`config.mk`:
```
export PLATFORM = sky130hd
export DESIGN_NAME = sram_wait_ctrl
export DESIGN_NICKNAME = d
export VERILOG_FILES = /design/src/rtl/sram_pkg.sv /design/src/rtl/sram_array.sv /design/src/rtl/sram_wait_ctrl.sv
export SDC_FILE = /design/constraint.sdc
export NUM_CORES = 2
export LEC_CHECK = 0
export BUFFER_PORTS_ARGS = -buffer_cell sky130_fd_sc_hd__buf_2
export CORE_ASPECT_RATIO = 2
export CORE_MARGIN = 4
export CORE_UTILIZATION = 45
export CTS_BUF_LIST = sky130_fd_sc_hd__clkbuf_16
export CTS_CLUSTER_DIAMETER = 50
export CTS_CLUSTER_SIZE = 30
export DETAILED_ROUTE_END_ITERATION = 12
export HOLD_SLACK_MARGIN = 0.1
export PLACE_DENSITY = 0.6
export SLEW_MARGIN = 25
export SYNTH_ARGS = -nofsm -noshare
export SYNTH_HDL_FRONTEND = slang
export SYNTH_SLANG_ARGS = --single-unit
```
`constraint.sdc`:
```
create_clock -name clk -period 3.55 [get_ports clk]
set_input_delay 0.5325 -clock clk [delete_from_list [all_inputs] [get_ports clk]]
set_output_delay 0.5325 -clock clk [all_outputs]
set_load 0.01 [all_outputs]
```
`src/rtl/sram_pkg.sv`:
```
// rtl/sram_pkg.sv - shared state encoding, index helpers and defaults for the wait-state SRAM
package sram_pkg;

  typedef enum logic [1:0] {
    IDLE = 2'd0,
    WAIT = 2'd1,
    DONE = 2'd2
  } sram_state_t;

  localparam int DATA_W_DEF = 32;
  localparam int DEPTH_DEF  = 64;

  // Byte-offset bits below the word index.
  function automatic int ofs_bits(input int data_w);
    return $clog2(data_w / 8);
  endfunction

  function automatic int idx_bits(input int depth);
    return $clog2(depth);
  endfunction

endpackage

```
`src/rtl/sram_array.sv`:
```
// rtl/sram_array.sv - synchronous-write, registered-read word storage with per-lane write mask
module sram_array
  import sram_pkg::*;
#(
  parameter int DATA_W = DATA_W_DEF,
  parameter int DEPTH  = DEPTH_DEF,
  parameter int LANES  = DATA_W / 8,
  parameter int IDX_W  = idx_bits(DEPTH)
) (
  input  logic              clk,
  input  logic              rst,
  input  logic              we,
  input  logic              re,
  input  logic [IDX_W-1:0]  idx,
  input  logic [DATA_W-1:0] wdata,
  input  logic [LANES-1:0]  wmask,
  output logic [DATA_W-1:0] rdata
);

  logic [DATA_W-1:0] mem [DEPTH];

  // Storage is deliberately never reset.
  always_ff @(posedge clk) begin
    if (we) begin
      for (int i = 0; i < LANES; i++) begin
        if (wmask[i]) begin
          mem[idx][8*i +: 8] <= wdata[8*i +: 8];
        end
      end
    end
  end

  always_ff @(posedge clk) begin
    if (rst) begin
      rdata <= '0;
    end else if (re) begin
      rdata <= mem[idx];
    end
  end

endmodule

```
`src/rtl/sram_wait_ctrl.sv`:
```
// rtl/sram_wait_ctrl.sv - wait-state SRAM front end with request/ready handshake (option: SRAM_BYTE_WRITE_EN)
module sram_wait_ctrl
  import sram_pkg::*;
#(
  parameter int DATA_W      = DATA_W_DEF,
  parameter int ADDR_W      = 32,
  parameter int DEPTH       = DEPTH_DEF,
  parameter int WAIT_CYCLES = 2
) (
  input  logic                clk,
  input  logic                rst,
  input  logic                wr_en,
  input  logic                rd_en,
  input  logic [ADDR_W-1:0]   address,
  input  logic [DATA_W-1:0]   write_data,
`ifdef SRAM_BYTE_WRITE_EN
  input  logic [DATA_W/8-1:0] byte_en,
`endif
  output logic [DATA_W-1:0]   read_data,
  output logic                ready
);

  localparam int LANES = DATA_W / 8;
  localparam int OFS   = ofs_bits(DATA_W);
  localparam int IDX_W = idx_bits(DEPTH);
  localparam logic [3:0] CNT_LOAD = (WAIT_CYCLES > 0) ? 4'(WAIT_CYCLES - 1) : 4'd0;

  sram_state_t      state, state_nxt;
  logic [3:0]       cnt, cnt_nxt;
  logic             req;
  logic             access;
  logic             we, re;
  logic [IDX_W-1:0] idx;
  logic [LANES-1:0] wmask;
  logic             unused_addr;

  assign req         = wr_en | rd_en;
  assign idx         = address[OFS+IDX_W-1:OFS];
  assign unused_addr = ^address;

`ifdef SRAM_BYTE_WRITE_EN
  assign wmask = byte_en;
`else
  assign wmask = {LANES{1'b1}};
`endif

  always_ff @(posedge clk) begin
    if (rst) begin
      state <= IDLE;
      cnt   <= 4'd0;
    end else begin
      state <= state_nxt;
      cnt   <= cnt_nxt;
    end
  end

  // access marks the edge that enters DONE; that edge commits the write or loads read_data.
  always_comb begin
    state_nxt = state;
    cnt_nxt   = cnt;
    access    = 1'b0;
    case (state)
      IDLE: begin
        if (req) begin
          if (WAIT_CYCLES == 0) begin
            state_nxt = DONE;
            access    = 1'b1;
          end else begin
            state_nxt = WAIT;
            cnt_nxt   = CNT_LOAD;
          end
        end
      end
      WAIT: begin
        if (!req) begin
          state_nxt = IDLE;
        end else if (cnt == 4'd0) begin
          state_nxt = DONE;
          access    = 1'b1;
        end else begin
          cnt_nxt = cnt - 4'd1;
        end
      end
      DONE:    state_nxt = IDLE;
      default: state_nxt = IDLE;
    endcase
  end

  // A simultaneous read and write is a write only.
  assign we    = access & wr_en & ~rst;
  assign re    = access & rd_en & ~wr_en & ~rst;
  assign ready = (state == DONE);

  sram_array #(
    .DATA_W (DATA_W),
    .DEPTH  (DEPTH),
    .LANES  (LANES),
    .IDX_W  (IDX_W)
  ) u_array (
    .clk   (clk),
    .rst   (rst),
    .we    (we),
    .re    (re),
    .idx   (idx),
    .wdata (write_data),
    .wmask (wmask),
    .rdata (read_data)
  );

endmodule

```
==> metrics <==
first-pass GRT wire length around 340,000 um; CTS H-Tree Depth 3; RSZ-0062 raised after global routing no; worst hold margin 0.2135 ns; Core Region about 180,000 sq um; Crit path required time 4.14 ns; Worst Reg-to-Reg Cells 10; Synth Flop Type edfxtp_1; CTS tree done; failing checks negative setup slack; area delta synth->final 12.61%; wire per inst approximately 36 um; ys async rst share 0%; Detailed Routing Iterations Pass 1 7; total I/O pin count between 100 and 150; WP data arrival 4.21 ns; CP peak stage delay roughly 1.1 ns; Multi-input gate area 16,750 sq um; Via density between 6 and 7; final worst path period need ~3.6 ns; Hold Crit Start rd_en; mapped cell area approximately 80,000 sq um; layout cell share with drive strength beyond 1 22.12%; clk slew on worst S/H paths approximately 0.11 ns; Residual DRC 0; Hold Crit Class in2reg; via count 43,280; Hold Vio Cnt, Final 0; setup TNS -0.07127 ns; Reg area 62,260 sq um; fill count 13,940; Hold Path Depth 4; PortBufs 74; row count about 220; Post-DP HPWL 156,300 um; initial core utilization a little under half; Worst-Margin Slew around 1.3 ns; Max-slew headroom ~14%; Comb power frac between 6 and 7%; Finished Core Util 51.05%; sequential area share after synthesis 77.82%; critical path capture point type register; maximum vdd drop 0.0004021 V; Die Height just over 600 um; syn_nets ~4,200; Clk pwr share approximately a third; CTS Buf Count 98; Final Non-Filler Cells ~6,800; Worst path slowest cell a2111oi_0; vias in the first global route around 43,000; DIE WIDTH a little over 300 um; CP most frequent cell buf_4; crit-path cells inv_1, ha_1, nor3b_2, buf_4, and4_2, o21ai_0, a2111oi_0, buf_4, o2111ai_1, nor3b_1; # setup viols final 1; Peak Freq 0.2761 GHz; reg2reg setup slack -0.07 ns; GR Overflow Total 0; post-CTS sizing 0; FF-to-FF End u_array.rdata[22]; Tot Pwr 43.87 mW; r2r startpoint cnt[0]; max-cap violation count 0; GR Util All Layers between 20% and 30%; Mapped Cells 4,134; Avg Cell Area, Syn between 15 and 20 sq um; Setup CP Type reg2reg; synthesis-stage register bit count approximately 2,100; Worst-Skew Late Latency ~0.76 ns; Power Internal 33.79 mW; total clock sinks between 2,000 and 2,500; Warnings, synthesis 0; Setup Skew 0.05016 ns; switching part of the total power around 23%; Pwr Density roughly 490 nW/um^2; Routed Antenna Nets 0; DP Cell Count ~6,600; Sequential Power Share about three fifths; drt total wl roughly 240,000 um; largest net degree at the start of global routing 65; Distinct cells, synth 63; status complete, but fails checks; Final Max Tran Viols 0; crit-path max FO 12; initial antenna violation count 12; Hold Path End cnt[2]; Root Buffer clkbuf_16; Initial DRC Count 5,591; switching pwr around 10 mW; Setup crit start kind register; final critical-path share of the clock period 102.0%; RD Place Congestion about 0.84; Post-CTS Repair Setup Buffers 0; Pleak between 20 and 30 nW; Longest Clk Path Bufs 3; die area 185,000 sq um; final worst slack -0.07127 ns; number of flops mapped to enable cells by yosys between 2,000 and 2,500; Final nets 4,496; CTS Hold Bufs 0
[final cells by class]
cell class	instances	area share, %
clock buffer	100	2.777
inverter	7	0.03749
clock inverter	76	1.015
timing repair buffer	459	5.244
multi-input combinational	1775	18.59
tap	2310	3.208
antenna	9	0.02500
sequential	2086	69.10
[cell usage after synthesis (6+ instances only)]
| cell type | instances | share of area [%] |
|---|---|---|
| a211oi_1 | 18 | 0.17 |
| a21oi_1 | 76 | 0.48 |
| a221o_1 | 10 | 0.13 |
| a221oi_1 | 159 | 1.7 |
| a22o_1 | 22 | 0.24 |
| a22oi_1 | 133 | 1.2 |
| a311oi_1 | 16 | 0.18 |
| a31oi_1 | 11 | 0.086 |
| buf_1 | 12 | 0.056 |
| buf_2 | 99 | 0.62 |
| buf_4 | 54 | 0.51 |
| buf_6 | 28 | 0.39 |
| clkbuf_1 | 72 | 0.34 |
| dfxtp_1 | 38 | 0.95 |
| edfxtp_1 | 2048 | 77 |
| inv_1 | 7 | 0.033 |
| mux2_2 | 53 | 0.75 |
| mux2i_1 | 339 | 4.2 |
| mux4_2 | 224 | 6.3 |
| nand2_1 | 104 | 0.49 |
| nand2b_1 | 7 | 0.055 |
| nand3_1 | 34 | 0.21 |
| nand3b_1 | 6 | 0.056 |
| nand4_1 | 6 | 0.047 |
| nor2_1 | 219 | 1.0 |
| nor2b_1 | 10 | 0.078 |
| nor3_1 | 23 | 0.14 |
| o2111a_1 | 6 | 0.084 |
| o21a_1 | 6 | 0.056 |
| o21ai_0 | 99 | 0.62 |
| o221ai_1 | 11 | 0.12 |
| o22a_1 | 7 | 0.077 |
| o22ai_1 | 88 | 0.69 |
| o31a_1 | 8 | 0.088 |
[per-stage QoR]
| step | instance area (sq um) | setup WS, ns |
|---|---|---|
| 2_1_floorplan | 80010 | -0.05649 |
| 3_3_place_gp | 86580 | -0.06309 |
| 3_5_place_dp | 86630 | -0.1123 |
| 4_1_cts | 90040 | 0.01788 |
| 5_1_grt | 90100 | 0.02830 |
| 6_report | 90100 | -0.07127 |
[layer usage]
layer  GRT usage [%]  up-vias  routed length (um)
li1                -    17650                   -
met3           2.893      479               16340
met4           11.35        8               12230
met1           31.76    22990               86910
met5               0        -                  55
met2           46.25     2162              127600
[worst max-delay path by stage]
| stage | end | from | depth (start not counted) | slack [ns] |
|---|---|---|---|---|
| 2_1_floorplan | u_array.mem[10][0] | address[4] | 9 | -0.06 |
| 3_3_place_gp | u_array.rdata[22] | address[2] | 9 | -0.06 |
| 4_1_cts | u_array.rdata[22] | cnt[0] | 10 | 0.02 |
| 5_1_grt | u_array.rdata[22] | cnt[0] | 10 | 0.03 |
| 6_report | u_array.rdata[22] | cnt[0] | 10 | -0.07 |
| 3_5_place_dp | u_array.rdata[22] | address[2] | 9 | -0.11 |
[power groups by stage]
stage	combinational (mW)	sequential (mW)	clock [mW]
3_5_place_dp	2.71	27.6	0
6_report	2.72	27.0	14.1
2_1_floorplan	1.29	27.6	0
3_3_place_gp	2.67	27.6	0
4_1_cts	2.71	27.0	14.3
5_1_grt	2.83	27.0	15.2
[cells in the final DEF (no fill, tap or decap), drive strengths merged, types with 38 or more instances in the layout]
cell type and instances:
a221oi 164, mux4 224, clkbuf 100, o22ai 88, a21oi 76, o21ai 104
buf 459, a22oi 133, dfxtp 38, edfxtp 2048, mux2 53, mux2i 339
inv 49, nand2 105, nor2 221
[flip-flops by register name (all words and copies together), names as in the netlist]
signal and flops:
cnt 4, state 2, u_array.mem 2048, u_array.rdata 32
[worst max-delay path: cells and delay by family, from the launching register on]
family | cells | cell delay, ns
AO/OA/AOI/OAI | 3 | 1.37
buffers and inverters | 3 | 0.52
adder cells (fa/ha/maj) | 1 | 0.21
flip-flops | 1 | 0.33
AND/OR/NAND/NOR | 3 | 1.02
[kinds of logic after synthesis]
| family | after synthesis | share of synthesized area, % |
|---|---|---|
| DFF | 2086 | 77.82 |
| buffers and inverters | 273 | 1.966 |
| and+or+nand+nor | 443 | 2.415 |
| adders and majority gates | 1 | 0.01564 |
| AOI/OAI and AO/OA | 715 | 6.495 |
| muxes | 616 | 11.29 |
No activity file was read; power rests on OpenSTA's default activity.
